$ cat src/rtl/servo_pkg.sv
// Shared constants and types for the servo motion blocks.
// The default frame and pulse limits are also used by the servo PWM block.
package servo_pkg;

    localparam int unsigned DEF_PERIOD     = 2000000;
    localparam int unsigned DEF_MIN_PULSE  = 50000;
    localparam int unsigned DEF_MAX_PULSE  = 250000;
    localparam int unsigned DEF_HOME_PULSE = 150000;

    localparam logic [7:0] ADDR_TARGET = 8'h00;
    localparam logic [7:0] ADDR_STEP   = 8'h04;
    localparam logic [7:0] ADDR_CTRL   = 8'h08;
    localparam logic [7:0] ADDR_STATUS = 8'h0C;
    localparam logic [7:0] ADDR_CUR    = 8'h10;

    typedef enum logic [1:0] {
        OFF  = 2'd0,
        ARM  = 2'd1,
        RAMP = 2'd2,
        HOLD = 2'd3
    } servo_state_e;

endpackage

$ cat src/rtl/servo_frame_timer.sv
// Frame timer: one-cycle tick every PERIOD clocks, first tick PERIOD cycles after reset.
// Implemented as a reloading down-counter with a terminal-count compare.
module servo_frame_timer
    import servo_pkg::*;
#(
    parameter int unsigned PERIOD = DEF_PERIOD
) (
    input  logic i_pclk,
    input  logic i_reset,
    output logic o_tick
);

    localparam int unsigned W = (PERIOD > 1) ? $clog2(PERIOD) : 1;
    localparam logic [W-1:0] C_RELOAD = W'(PERIOD - 1);

    logic [W-1:0] r_remain;

    always_ff @(posedge i_pclk) begin
        if (i_reset) begin
            r_remain <= C_RELOAD;
        end else if (r_remain == '0) begin
            r_remain <= C_RELOAD;
        end else begin
            r_remain <= r_remain - W'(1);
        end
    end

    assign o_tick = (r_remain == '0);

endmodule

$ cat src/rtl/servo_ramp_ctrl.sv
// Slew-limited servo position sequencer: moves cur one STEP toward target per frame
// and issues each new pulse width as a one-cycle servo write.
//
//   state | meaning
//   OFF   | ticks ignored, pulse stopped
//   ARM   | enabled, waiting for first frame tick
//   RAMP  | stepping cur toward target each tick
//   HOLD  | cur == target, idle until target moves
module servo_ramp_ctrl
    import servo_pkg::*;
#(
    parameter int unsigned PERIOD     = DEF_PERIOD,
    parameter int unsigned MIN_PULSE  = DEF_MIN_PULSE,
    parameter int unsigned MAX_PULSE  = DEF_MAX_PULSE,
    parameter int unsigned HOME_PULSE = DEF_HOME_PULSE
) (
    input  logic        pclk,
    input  logic        reset,
    input  logic        bus_write_en,
    input  logic        bus_read_en,
    input  logic        ctrl_en,
    input  logic [7:0]  bus_addr,
    input  logic [31:0] bus_write_data,
    output logic [31:0] bus_read_data,
    output logic        servo_we,
    output logic [31:0] servo_wdata,
    output logic        busy,
    output logic        done
);

    localparam logic [31:0] C_MIN  = MIN_PULSE;
    localparam logic [31:0] C_MAX  = MAX_PULSE;
    localparam logic [31:0] C_HOME = HOME_PULSE;

    servo_state_e r_state;
    logic [31:0]  r_cur;
    logic [31:0]  r_target;
    logic [31:0]  r_step;
    logic         r_ctrl_en;
    logic         r_servo_we;
    logic [31:0]  r_servo_wdata;
    logic         r_done;

    logic         w_tick;
    logic         w_wr;
    logic         w_rd;
    logic         w_wr_target;
    logic         w_wr_step;
    logic         w_wr_ctrl;
    logic         w_disable;
    logic         w_enable;
    logic         w_act;
    logic         w_busy;
    logic [31:0]  w_target_clamped;
    logic [32:0]  w_sum;
    logic [32:0]  w_dif;
    logic [31:0]  w_next_cur;

    servo_frame_timer #(
        .PERIOD (PERIOD)
    ) u_frame_timer (
        .i_pclk  (pclk),
        .i_reset (reset),
        .o_tick  (w_tick)
    );

    assign w_wr        = bus_write_en & ctrl_en;
    assign w_rd        = bus_read_en & ctrl_en;
    assign w_wr_target = w_wr && (bus_addr == ADDR_TARGET);
    assign w_wr_step   = w_wr && (bus_addr == ADDR_STEP);
    assign w_wr_ctrl   = w_wr && (bus_addr == ADDR_CTRL);

    assign w_disable = w_wr_ctrl && !bus_write_data[0] && (r_state != OFF);
    assign w_enable  = w_wr_ctrl &&  bus_write_data[0] && (r_state == OFF);
    // HOLD with cur == target is the only non-OFF state that lets a tick pass silently.
    assign w_act     = w_tick && (r_state != OFF) && !((r_state == HOLD) && (r_cur == r_target));
    assign w_busy    = (r_state == ARM) || (r_state == RAMP);

    assign w_target_clamped = (bus_write_data < C_MIN) ? C_MIN :
                              (bus_write_data > C_MAX) ? C_MAX : bus_write_data;

    // 33-bit add/subtract so large STEP values saturate at target instead of wrapping.
    assign w_sum = {1'b0, r_cur} + {1'b0, r_step};
    assign w_dif = {1'b0, r_cur} - {1'b0, r_step};

    always_comb begin
        w_next_cur = r_target;
        if (r_step != '0) begin
            if (r_cur < r_target) begin
                if (w_sum < {1'b0, r_target}) begin
                    w_next_cur = w_sum[31:0];
                end
            end else if (r_cur > r_target) begin
                if (!w_dif[32] && (w_dif > {1'b0, r_target})) begin
                    w_next_cur = w_dif[31:0];
                end
            end
        end
    end

    always_ff @(posedge pclk) begin
        if (reset) begin
            r_state       <= OFF;
            r_cur         <= C_HOME;
            r_target      <= C_HOME;
            r_step        <= '0;
            r_ctrl_en     <= 1'b0;
            r_servo_we    <= 1'b0;
            r_servo_wdata <= '0;
            r_done        <= 1'b0;
        end else begin
            r_servo_we <= 1'b0;
            r_done     <= 1'b0;

            if (w_wr_target) begin
                r_target <= w_target_clamped;
            end
            if (w_wr_step) begin
                r_step <= bus_write_data;
            end
            if (w_wr_ctrl) begin
                r_ctrl_en <= bus_write_data[0];
            end

            // Disable beats a coincident tick; a zero-width write stops the pulse.
            if (w_disable) begin
                r_state       <= OFF;
                r_servo_we    <= 1'b1;
                r_servo_wdata <= '0;
            end else if (w_act) begin
                r_cur         <= w_next_cur;
                r_servo_we    <= 1'b1;
                r_servo_wdata <= w_next_cur;
                r_done        <= (w_next_cur == r_target);
                r_state       <= (w_next_cur == r_target) ? HOLD : RAMP;
            end else if (w_enable) begin
                r_state <= ARM;
            end
        end
    end

    always_comb begin
        bus_read_data = '0;
        if (w_rd) begin
            case (bus_addr)
                ADDR_TARGET: bus_read_data = r_target;
                ADDR_STEP:   bus_read_data = r_step;
                ADDR_CTRL:   bus_read_data = {31'd0, r_ctrl_en};
                ADDR_STATUS: bus_read_data = {w_busy, 29'd0, r_state};
                ADDR_CUR:    bus_read_data = r_cur;
                default:     bus_read_data = '0;
            endcase
        end
    end

    assign servo_we    = r_servo_we;
    assign servo_wdata = r_servo_wdata;
    assign done        = r_done;
    assign busy        = w_busy;

endmodule

$ cat config.mk
export PLATFORM = sky130hd
export DESIGN_NAME = servo_ramp_ctrl
export DESIGN_NICKNAME = d
export VERILOG_FILES = /design/src/rtl/servo_pkg.sv /design/src/rtl/servo_frame_timer.sv /design/src/rtl/servo_ramp_ctrl.sv
export SDC_FILE = /design/constraint.sdc
export NUM_CORES = 1
export LEC_CHECK = 0
export ABC_AREA = 1
export CORE_MARGIN = 1
export CORE_UTILIZATION = 35
export DETAILED_ROUTE_END_ITERATION = 10
export PLACE_DENSITY_LB_ADDON = 0.2
export SLEW_MARGIN = 20
export SYNTH_ARGS = -nofsm -noshare
export SYNTH_HDL_FRONTEND = slang
export SYNTH_SLANG_ARGS = --single-unit
$ cat constraint.sdc
create_clock -name pclk -period 3.92 [get_ports pclk]
set_clock_uncertainty 0.2 [all_clocks]
set_input_delay 0.784 -clock pclk [delete_from_list [all_inputs] [get_ports pclk]]
set_output_delay 0.784 -clock pclk [all_outputs]
set_load 0.02 [all_outputs]
* After elaboration in Yosys (flattened, before gate mapping)
Index checks and enable logic that the tools add are counted.
W data, S select, Z words.
** Operators by class
- Multiplexer cells :: 14
- Reductions and logical operators :: 25
- Equality and inequality tests :: 9
- Magnitude comparators :: 6
- Bitwise logic cells :: 4
- Add/sub/neg operators :: 3
** Operators with widths (number)
- $mux W32 :: 8
- $pmux W32 S5 :: 1
- $eq A32 B32 Y1 :: 2
- $add A32 B32 Y33 :: 1
- $gt A33 B32 Y1 :: 1
- $lt A33 B32 Y1 :: 1
- $sub A32 B32 Y33 :: 1
- $gt A32 B18 Y1 const B :: 1
- $gt A32 B32 Y1 :: 1
- $lt A32 B16 Y1 const B :: 1
- $lt A32 B32 Y1 :: 1
- $reduce_bool A32 Y1 :: 1
- $logic_not A21 Y1 :: 1
- $sub A21 B1 Y21 const B :: 1
- $eq A8 B4 Y1 const B :: 2
- $logic_and A1 B1 Y1 :: 11
- $eq A8 B3 Y1 const B :: 1
- $eq A8 B5 Y1 const B :: 1
- $logic_not A8 Y1 :: 1
- $eq A2 B2 Y1 const B :: 2
- $mux W2 :: 2
- $reduce_bool A2 Y1 :: 2
- $reduce_or A2 Y1 :: 2
- $logic_not A1 Y1 :: 3
- 8 further kinds :: 12
** Word-level totals
- Flip-flop bits (word level) :: 154
- Input port bits :: 45
- Output and inout port bits :: 67
- Logic and storage cells :: 70

* Depth between registers and ports, before layout
Gate-level depths: netlist (run 1).
- Word-level depth :: 10
- Gate-level depth with buffers :: 39
- Gate-level depth less buffers :: 38

* Cells and area by module
A second synthesis (run 1) with hierarchy kept.
** Unflattened totals
- Cells, all modules :: 2491
- Area total of the unflattened synthesis :: 15318.4 sq um
** Modules (own cells, without submodules)
- servo_ramp_ctrl :: seq. area each 2662.6 sq um, instances 1, cells each 2328, area each 14179.8 sq um
- servo_frame_timer :: seq. area each 420.4 sq um, instances 1, cells each 163, area each 1138.6 sq um

* Worst setup path after synthesis (run 1)
Ideal clock, no wire load.
- Kind :: register to register
- Start :: reg r_step[4]
- End :: reg r_state[0]
- Clock period less this slack :: 4.339 ns
- Required time :: 3.652 ns
- Stages on the path, launching flop included :: 38
- Arrival time :: 4.070 ns
- Library setup time :: 0.068 ns
- Path buffers :: 3
- Slack :: -0.419 ns
- Cell sequence :: dfxtp_1 -> inv_1 -> ha_1 -> buf_2 -> nor2_1 -> nand3_1 -> o21ai_0 -> nand3_1 -> nand2_1 -> xor2_1 -> ha_1 -> nand2_1 -> nand2_1 -> nand2_1 -> nand2_1 -> nand2_1 -> nand2_1 -> nor2_1 -> [... 2 more ...] -> nand2_1 -> nand2_1 -> nand2_1 -> nand2_1 -> nand2_1 -> nand2_1 -> clkbuf_1 -> clkbuf_1 -> nand3_1 -> nand3_1 -> nand3_1 -> nand3_1 -> nand2_1 -> nor2_1 -> nand2_1 -> nor2_1 -> nand3_1 -> o21bai_2
** On the way
- Cells in the longest elaborated chain, start to end :: 10
- Elaborated cells on any way between the ends :: 15
- Classes of those cells :: add/sub: 2; order compare: 2; eq/ne: 1; mux: 7; reduce/logical: 3
** RTL lines
- start: declaration :: line servo_ramp_ctrl.sv:38 : logic [31:0] r_step;
- start signal: assignment :: line servo_ramp_ctrl.sv:119 : r_step <= bus_write_data;
- $sub A32 B32 Y33 :: line servo_ramp_ctrl.sv:84 : assign w_dif = {1'b0, r_cur} - {1'b0, r_step};
- $gt A33 B32 Y1 or $logic_not A1 Y1 (tied branches) :: line servo_ramp_ctrl.sv:94 : if (!w_dif[32] && (w_dif > {1'b0, r_target})) begin
- $logic_and A1 B1 Y1 :: line servo_ramp_ctrl.sv:94
- $mux W32 :: line servo_ramp_ctrl.sv:94
- $mux W32 :: line servo_ramp_ctrl.sv:93 : end else if (r_cur > r_target) begin
- $mux W32 :: line servo_ramp_ctrl.sv:89 : if (r_cur < r_target) begin
- $mux W32 (*) :: line servo_ramp_ctrl.sv:88 : if (r_step != '0) begin
- $eq A32 B32 Y1 (*) :: line servo_ramp_ctrl.sv:135 : r_state <= (w_next_cur == r_target) ? HOLD : RAMP;
- $mux W1 (*) :: line servo_ramp_ctrl.sv:135
- $mux W2 (*) :: line servo_ramp_ctrl.sv:130 : end else if (w_act) begin
- end signal: assignment :: line servo_ramp_ctrl.sv:135
- end: declaration :: line servo_ramp_ctrl.sv:35 : servo_state_e r_state;
Every way passes the cells marked *; elsewhere a longest branch is shown, timed or not.
A chain may end at the register's enable or synchronous reset.

* Final worst setup path (run 1)
- Start :: reg r_cur[0]
- End :: reg r_state[0]
** On the way
- Cells in the longest elaborated chain, start to end :: 10
- Elaborated cells on any way between the ends :: 21
- Classes of those cells :: add/sub: 2; order compare: 4; eq/ne: 2; mux: 7; reduce/logical: 6
** RTL lines
- start: declaration :: line servo_ramp_ctrl.sv:36 : logic [31:0] r_cur;
- start signal: assignment :: line servo_ramp_ctrl.sv:131 : r_cur <= w_next_cur;
- $sub A32 B32 Y33 :: line servo_ramp_ctrl.sv:84
- $gt A33 B32 Y1 or $logic_not A1 Y1 (tied branches) :: line servo_ramp_ctrl.sv:94
- $logic_and A1 B1 Y1 :: line servo_ramp_ctrl.sv:94
- $mux W32 :: line servo_ramp_ctrl.sv:94
- $mux W32 :: line servo_ramp_ctrl.sv:93
- $mux W32 :: line servo_ramp_ctrl.sv:89
- $mux W32 :: line servo_ramp_ctrl.sv:88
- $eq A32 B32 Y1 :: line servo_ramp_ctrl.sv:135
- $mux W1 :: line servo_ramp_ctrl.sv:135
- $mux W2 :: line servo_ramp_ctrl.sv:130
Parallel ways exist; a longest one is shown, timed or not.

==> results of run 1 <==
## layer usage
| metal | vias up | GRT usage, % |
|---|---|---|
| met5 | - | 0 |
| met4 | 0 | 12.49 |
| met3 | 143 | 7.713 |
| met2 | 936 | 53.11 |
| met1 | 9443 | 49.35 |
| li1 | 9341 | - |
## Yosys cell counts, types with 17 or more instances
| cell | number | area, µm² |
|---|---|---|
| a21oi_1 | 182 | 910.9 |
| buf_2 | 30 | 150.1 |
| clkbuf_1 | 66 | 247.7 |
| dfxtp_1 | 154 | 3083 |
| ha_1 | 162 | 2027 |
| inv_1 | 353 | 1325 |
| nand2_1 | 454 | 1704 |
| nand3_1 | 219 | 1096 |
| nand4_1 | 42 | 262.8 |
| nor2_1 | 207 | 777.0 |
| nor3_1 | 38 | 190.2 |
| nor4_1 | 17 | 106.4 |
| o211ai_1 | 25 | 187.7 |
| o21ai_0 | 201 | 1006 |
| o21bai_1 | 38 | 285.3 |
| o22ai_1 | 24 | 150.1 |
| xor2_1 | 57 | 499.2 |
## final timing paths
kind,to,slack [ns],cells after the start
worst max-delay path,r_state[0]$_SDFFE_PP0P_,-0.84,33
worst min-delay path,u_frame_timer.r_remain[0]$_SDFF_PP1_,0.21,1
worst max register to register,r_state[0]$_SDFFE_PP0P_,-0.84,33
worst min register to register,u_frame_timer.r_remain[0]$_SDFF_PP1_,0.21,1
## critical path: cells and delay by family (launching register included)
kind	cells	cell delay [ns]
adder cells (fa/ha/maj)	3	0.82
flip-flops	1	0.36
AO/OA/AOI/OAI	3	0.52
AND/OR/NAND/NOR	20	1.89
XOR/XNOR	1	0.19
buffers and inverters	6	0.71
## flip-flops by register name, summed over array words and instances (netlist names), 2 cells and up
register and count:
r_cur 32, r_state 2, r_step 32, r_target 32
servo_wdata 32, u_frame_timer.r_remain 21
## logic make-up after synthesis
| group | Yosys count |
|---|---|
| flip-flops | 154 |
| buffers and inverters | 465 |
| adder cells (fa/ha/maj) | 164 |
| AO/OA/AOI/OAI | 533 |
| AND/OR/NAND/NOR | 1002 |
| XOR/XNOR | 65 |
## layout make-up
class,count,area (µm²)
tap,539,674.4
sequential,154,3117
inverter,365,1386
clock buffer,21,460.4
clock inverter,11,111.4
multi-input combinational,1764,12400
timing repair buffer,800,6671
fill,3910,17130
## stage by stage
step	setup slack (ns)	utilization [%]
after floorplan	-0.1844	-
after global placement	-1.405	50.33
after detailed placement	-1.360	50.33
after CTS	-0.8067	54.71
after global routing	-1.009	59.17
final	-0.8400	59.17
## power by group
part / total, mW / internal [mW] / switching [mW]
Combinational: 0.389 / 0.164 / 0.225
Sequential: 1.57 / 1.57 / 0.00272
Clock: 1.71 / 0.916 / 0.795
## timing repair
| action | CTS | global route |
|---|---|---|
| cloned | 3 | 1 |
| pin swaps | 65 | 156 |
| endpoints found under the setup margin | 98 | 96 |
| resized for setup | 283 | 451 |
| setup buffers | 29 | 41 |
==> results.cfg, run 1 <==
[clocking]
hold_buffers = 0
htree_levels = 4
clock-sinks = 154
cts_tree = done
clock_path_buffers = 2
clkTransAtPathRegs_ns = 0.07
clock_latency_ns = 0.48
root_buffer = clkbuf_16
numCtsBuffers = 17

[sta]
post-route-period-util_pct = 121.4
finalSetupTns_ns = -37.33
final_max_slew_viol_count = 0
hold_viol = 0
setup_slack_ns = -0.8400
max_freq_ghz = 0.2101
grt_setup_unrepaired = true
period_minus_slack_ns = 4.760
slew_headroom_pct = 27.92
setup_viol = 66
worstMarginPinSlew_ns = 1.073
holdWs_ns = 0.2105

[synthesis]
synth_top_family_by_area = simple AND/OR/NAND/NOR gates
synth.distinct_cells = 50
synth_compound_area_share_pct = 20.21
synthFlopType = dfxtp_1
synth_cells = 2383
synthMuxAreaShare_pct = 0
synth.avg_cell_area_um2 = 6.244
ys_warn_count = 0
syn-cell-area_mm2 = 0.01488
synth-edff-count = 0
synth_xor_area_share_pct = 3.826
async_reset_ff_share_pct = 0
synth_seq_area_share_pct = 20.72
synth-adder-area-share_pct = 13.89
synth-simple-area-share_pct = 29.27
syn_nets = 2592
synth_seq_cells = 154

[final_layout]
final_common_cell = buf_4
finalNetCount = 3311
final_cell_area_mm2 = 0.02482
final_cell_mix = buf_4 (610), nand2_1 (372), inv_1 (322)
n_antenna_cell = 0
drive_gt1_share_pct = 38.62
area_growth_pct = 66.82
fin_cells = 3654

[pwr]
p_leak_nw = 12.25
peakVddDrop_mv = 0.3067
power_mw = 3.669
power.density_mw_per_mm2 = 147.8

[floorplan]
die-area_mm2 = 0.04334
die_h_um = 208.2
pin_count = 112
fp.dieW_um = 208.2
initial_core_util_pct = 35.47
fp-row-count = 75
core_area_mm2 = 0.04195

[routing]
routed_wl_mm = 78.95
met3_length_mm = 7.883
drt-vias-per-instance = 5.436
dr.first_iter.drc_count = 2297
antenna_left = 0
dr.pass1.iters = 7
drt-met1-wl_mm = 34.48
wl_met2_mm = 33.81
wire_per_inst_um = 21.61
drc = 0
top_layer = met4
vias = 19860

[worst_hold_path]
min_path_type = flip-flop to flip-flop
hold_start = u_frame_timer.r_remain[0]$_SDFF_PP1_

[run_status]
violations = negative setup slack
status = complete, but fails checks

[setup_path]
worstPathRequired_ns = 4.13
crit_start = r_cur[0]$_SDFFE_PP0P_
end_kind = flip-flop
arrival_ns = 4.97
reg2reg_from = r_cur[0]$_SDFFE_PP0P_
critPathSlowestCell = fa_2
cpPeakStageDelay_ns = 0.38
cp_common_cell = nand2_2
worstPathMaxFanout = 5
criticalPathCategory = flip-flop to flip-flop
crit_path_start_kind = flip-flop

[place]
finalWeightedCongestion = 1.042
dp.cells = 3553
dp_hpwl_mm = 62.44
place_area_mm2 = 0.02111
placement.io_buffers = 111

[global_route]
grt-ovfl-total = 0
grt_max_degree = 53
grt_first_pass_wirelength_mm = 114.5
grt.total_usage_pct = 35.33
grt_pass1_vias = 19030
antenna_found_initial = 0

[flow_run]
max_cap_viol_count = 0
No activity file was read; power rests on OpenSTA's default activity.
==> run 2: changes to the inputs <==
--- a/config.mk
+++ b/config.mk
@@ -8,6 +8,7 @@
 export ABC_AREA = 1
 export CORE_MARGIN = 1
 export CORE_UTILIZATION = 35
+export CTS_BUF_LIST = sky130_fd_sc_hd__clkbuf_8
 export DETAILED_ROUTE_END_ITERATION = 10
 export PLACE_DENSITY_LB_ADDON = 0.2
 export SLEW_MARGIN = 20
==> results.cfg, run 2 (synthesis gave the netlist of run 1 again) <==
[run_status]
status = complete, but fails checks
violations = negative setup slack

[worst_hold_path]
min_path_type = flip-flop to flip-flop

[setup_path]
end_kind = flip-flop
worstPathRequired_ns = 4.19
critPathSlowestCell = dfxtp_2
cpPeakStageDelay_ns = 0.35
arrival_ns = 5.07
crit_path_start_kind = flip-flop
worstPathMaxFanout = 6
ff2ff_setup_slack_ns = -0.88
cp_common_cell = nand2_1
criticalPathCategory = flip-flop to flip-flop

[clocking]
root_buffer = clkbuf_8
numCtsBuffers = 17
cts_tree = done
htree_levels = 4
clock_path_buffers = 2
clkTransAtPathRegs_ns = 0.10
clock-sinks = 154
clock_latency_ns = 0.54
hold_buffers = 0

[global_route]
grt_pass1_vias = 19060
grt-ovfl-total = 0
grt_first_pass_wirelength_mm = 114.5
grt.total_usage_pct = 35.29
antenna_found_initial = 0
grt_max_degree = 53

[sta]
final_max_slew_viol_count = 0
setup_slack_ns = -0.8810
max_freq_ghz = 0.2083
finalSetupTns_ns = -41.28
worstMarginPinSlew_ns = 1.047
post-route-period-util_pct = 122.5
grt_setup_unrepaired = true
slew_headroom_pct = 29.69
period_minus_slack_ns = 4.801
setup_viol = 66
hold_viol = 0

[final_layout]
n_antenna_cell = 0
final_cell_mix = buf_4 (643), nand2_1 (384), inv_1 (332)
fillCellCount = 3990
drive_gt1_share_pct = 37.17
finalNetCount = 3325
area_growth_pct = 62.78
fin_cells = 3668
final_common_cell = buf_4

[routing]
dr.pass1.iters = 6
vias = 19960
wire_per_inst_um = 21.50
routed_wl_mm = 78.85
drt-vias-per-instance = 5.441
dr.first_iter.drc_count = 2225
antenna_left = 0
drc = 0

[floorplan]
die_h_um = 208.2
initial_core_util_pct = 35.47
die-area_mm2 = 0.04334
core_area_mm2 = 0.04195
fp.dieW_um = 208.2
pin_count = 112
fp-row-count = 75

[place]
dp.cells = 3553
dp_hpwl_mm = 62.44
placement.io_buffers = 111
finalWeightedCongestion = 1.042

[pwr]
power.density_mw_per_mm2 = 133.2
p_leak_nw = 12.15
peakVddDrop_mv = 0.2302

[flow_run]
max_cap_viol_count = 0
[run 2: cell types whose count changed in the layout (fill, tap and decap cells not counted), sizes merged]
cell / delta
buf: +13
clkbuf: -3
dlygate4sd2: +3
inv: +2
clkdlybuf4s15: -1
[run 2: through the flow]
stage	hold WS (ns)	power [mW]	setup WS (ns)	utilization [%]	cell area (µm²)
after floorplan	0.1804	1.738	-0.1844	-	14940
after global placement	0.1896	1.908	-1.405	50.33	21110
after detailed placement	0.1990	1.908	-1.360	50.33	21110
after CTS	0.2211	3.198	-0.7996	54.37	22810
after global routing	0.2427	3.314	-1.041	57.74	24220
final	0.2163	3.226	-0.8810	57.74	24220
[run 2: area by class of cell]
class                      count  area, µm²  share of cell area [%]
multi-input combinational   1764      11980                   49.48
sequential                   154       3117                   12.87
tap                          539      674.4                   2.784
inverter                     365       1383                   5.708
timing repair buffer         814       6683                   27.59
clock buffer                  19      261.5                   1.080
clock inverter                13      118.9                  0.4908
[run 2: path summary, 6_finish.rpt]
check / cells after the start / start / to
min: 1 / u_frame_timer.r_remain[0]$_SDFF_PP1_ / u_frame_timer.r_remain[0]$_SDFF_PP1_
max: 37 / r_step[2]$_SDFFE_PP0P_ / r_state[0]$_SDFFE_PP0P_
min reg2reg: 1 / u_frame_timer.r_remain[0]$_SDFF_PP1_ / u_frame_timer.r_remain[0]$_SDFF_PP1_
max reg2reg: 37 / r_step[2]$_SDFFE_PP0P_ / r_state[0]$_SDFFE_PP0P_
[run 2: layer usage]
metal / vias to the layer above / GRT usage (%) / wire length, µm
met5: - / 0 / 0
met4: 0 / 11.85 / 2591
met3: 134 / 7.366 / 7550
met2: 944 / 53.32 / 33830
met1: 9511 / 49.52 / 34880
li1: 9367 / - / -
[run 2: power breakdown]
part           switching, mW  internal (mW)
registers            0.00270           1.56
clock network          0.738          0.539
logic                  0.221          0.161
total                  0.962           2.26
[run 2: what timing repair did]
action,CTS,global route
pin swaps,65,127
setup buffers,41,42
resized for setup,293,331
gates cloned,2,1
setup endpoints to repair,98,95
[run 2: critical path: cells and delay by family (launching register included)]
family | cells | cell delay (ns)
flops | 1 | 0.35
compound gates | 3 | 0.62
xor+xnor | 1 | 0.21
buf+inv | 5 | 0.48
fa+ha+maj | 2 | 0.64
simple gates | 26 | 2.19
==> run 3: changes to the inputs <==
--- a/config.mk
+++ b/config.mk
@@ -8,10 +8,8 @@
 export ABC_AREA = 1
 export CORE_MARGIN = 1
 export CORE_UTILIZATION = 35
-export CTS_BUF_LIST = sky130_fd_sc_hd__clkbuf_8
 export DETAILED_ROUTE_END_ITERATION = 10
 export PLACE_DENSITY_LB_ADDON = 0.2
-export SLEW_MARGIN = 20
 export SYNTH_ARGS = -nofsm -noshare
 export SYNTH_HDL_FRONTEND = slang
 export SYNTH_SLANG_ARGS = --single-unit
==> results of run 3 <==
Same layout as run 1: the final DEF is identical, and so are final timing and power.
==> RTL edit (flow settings as in run 1) <==
Change the package constant `DEF_MAX_PULSE` from 250000 to 125000.
--- a/src/rtl/servo_pkg.sv
+++ b/src/rtl/servo_pkg.sv
@@ -4,7 +4,7 @@
 
     localparam int unsigned DEF_PERIOD     = 2000000;
     localparam int unsigned DEF_MIN_PULSE  = 50000;
-    localparam int unsigned DEF_MAX_PULSE  = 250000;
+    localparam int unsigned DEF_MAX_PULSE  = 125000;
     localparam int unsigned DEF_HOME_PULSE = 150000;
 
     localparam logic [7:0] ADDR_TARGET = 8'h00;
Formal check against the unedited RTL: not equivalent (Yosys sat finds a counterexample within 4 cycles, from zero or initial values and one cycle with reset high).
==> RTL edit against run 1 <==
- the run still ends with negative setup slack left
- synthesized area grew 0.51%
- sequential power is essentially flat
- core utilization decreased by 1.7 points
- worst setup slack got worse by 0.23 ns
- global-route usage shrank 0.43 points
- wire length fell by 1.9%
- synthesized cell count up 0.25%
- power rose by 3.6%
- sequential cell count did not move
- cell area fell by 2.7%
- largest cell class unchanged
==> RTL edit: results (changes against run 1) <==
| Metric | Value |
|---|---|
| Router iterations before antenna repair | 6 (was 7) |
| Num CTS Buffers | 17 (unchanged) |
| Drt total wl | 77.5 mm (was 79.0 mm) |
| Drt first-iter violations | 1,847 (was 2,297) |
| Port bufs | 111 (unchanged) |
| Nets | 3,275 (was 3,311) |
| Final non-filler cell total | 3,617 (was 3,654) |
| Clock Tree Buf Depth | 2 (unchanged) |
| Synth area leaders | dfxtp_1, ha_1, nand2_1, inv_1, nand3_1 (unchanged) |
| Initial antenna violation count | 3 (was 0) |
| Final HPWL DP | 60.5 mm (was 62.4 mm) |
| Vias in the first global route | 18,600 (was 19,000) |
| Worst hold path type | reg2reg (unchanged) |
| Setup violators final | 66 (unchanged) |
| Setup_tns | -55.57 ns (was -37.33 ns) |
| Worst Slack Setup Final | -1.07 ns (was -0.840 ns) |
| Dpl ws | -1.50 ns (was -1.36 ns) |
| Antenna fix cells | 0 (unchanged) |
| H-tree depth | 4 (unchanged) |
| Total Routing Usage GR | 34.9% (was 35.3%) |
| Gpl congestion | 0.994 (was 1.04) |
| Pin count of the biggest net entering global routing | 59 (was 53) |
| Failing checks | negative setup slack (unchanged) |
| Worst slew pin tran | 0.956 ns (was 1.07 ns) |
| Syn avg cell area | 6.26 µm² (was 6.24 µm²) |
| Dpl cells | 3,520 (was 3,553) |
| Root buf cell | clkbuf_16 (unchanged) |
| Net count after synthesis | 2,598 (was 2,592) |
| Synth top cells by count | nand2_1, inv_1, nand3_1, o21ai_0, a21oi_1 (was nand2_1, inv_1, nand3_1, nor2_1, o21ai_0) |
| Outcome | finished, violations left (unchanged) |
| Delay of the slowest critical-path stage | 0.33 ns (was 0.38 ns) |
| YS warnings | 0 (unchanged) |
| Sequential area share after synthesis | 20.6% (was 20.7%) |
| Clock Pin Slew Worst Setup and Hold Paths | 0.08 ns |
| Worst path slowest cell | dfxtp_2 (was fa_2) |
| CP arrival | 5.23 ns (was 4.97 ns) |
| Routed vias | 19,600 (was 19,900) |
| Share of post-route cells with drive strength above 1 | 35.1% (was 38.6%) |
| Clk_lat worst skew | 0.50 ns (was 0.48 ns) |
| CP max FO | 7 (was 5) |
| Final ANT Viol Nets | 0 (unchanged) |
| Most used DFF post-synth | dfxtp_1 (unchanged) |
| Ys async rst share | 0% (unchanged) |
| Synth unique cells | 59 (was 50) |
| VDD IR-drop max | 0.339 mV (was 0.307 mV) |
| P_leak | 12.1 nW (was 12.3 nW) |
| First-pass GRT wire length | 113 mm (was 114 mm) |
## RTL edit: final cells by class
type | instances | area, µm²
clock buffer | 18 | 439
fill | 4047 | 17900
inverter | 385 | 1460
sequential | 154 | 3090
timing repair buffer | 752 | 6380
multi-input combinational | 1756 | 12000
tap | 539 | 674
clock inverter | 13 | 154
## RTL edit: where the power goes
part	leakage (nW)	internal, W	switching, W
clock network	0.288	0.000916	0.000862
logic	10.6	0.000200	0.000256
registers	1.24	0.00157	0.00000219
total	12.1	0.00268	0.00112
## RTL edit: worst paths after layout
| check | start | to | slack [ns] | cells past startpoint |
|---|---|---|---|---|
| min | u_frame_timer.r_remain[0] | u_frame_timer.r_remain[0] | 0.22 | 1 |
| max | r_step[2] | r_state[0] | -1.07 | 37 |
| max reg2reg | r_step[2] | r_state[0] | -1.07 | 37 |
| min reg2reg | u_frame_timer.r_remain[0] | u_frame_timer.r_remain[0] | 0.22 | 1 |
## RTL edit: timing repair
item                                    CTS  global route
gates resized for setup                 320           238
endpoints found under the setup margin  100            97
setup buffers                            35            33
pin swaps                                85           116
gates cloned                              6             1
## RTL edit: through the flow
| stage | area, µm² | hold slack, ns |
|---|---|---|
| after floorplan | 15100 | 0.179 |
| after global placement | 21000 | 0.189 |
| after detailed placement | 21000 | 0.206 |
| after CTS | 23000 | 0.225 |
| after global routing | 24200 | 0.243 |
| final | 24200 | 0.218 |
## RTL edit: logic make-up (layout without fill, tap and decap cells)
kind of cell | Yosys count | count (layout) | share of synthesized area, %
xor gates and xnor gates | 67 | 67 | 3.92
AOI/OAI and AO/OA | 533 | 533 | 20.1
buffers and inverters | 481 | 1168 | 12.5
DFF | 154 | 154 | 20.6
and+or+nand+nor | 990 | 992 | 29.0
adders and majority gates | 164 | 164 | 13.8
## RTL edit: critical path: cells and delay by family (launching register included)
| family | cells | cell delay [ns] |
|---|---|---|
| AO/OA/AOI/OAI | 6 | 1.06 |
| flip-flops | 1 | 0.33 |
| XOR/XNOR | 1 | 0.23 |
| buffers and inverters | 7 | 0.66 |
| adder cells (fa/ha/maj) | 2 | 0.55 |
| AND/OR/NAND/NOR | 21 | 1.87 |
## RTL edit: per-layer routing
metal,up-vias,track usage [%],share of wire (%)
met3,167,5.89,9.0
li1,9253,-,-
met5,-,0,0
met4,0,14.5,4.3
met2,956,52.9,42
met1,9186,48.6,44
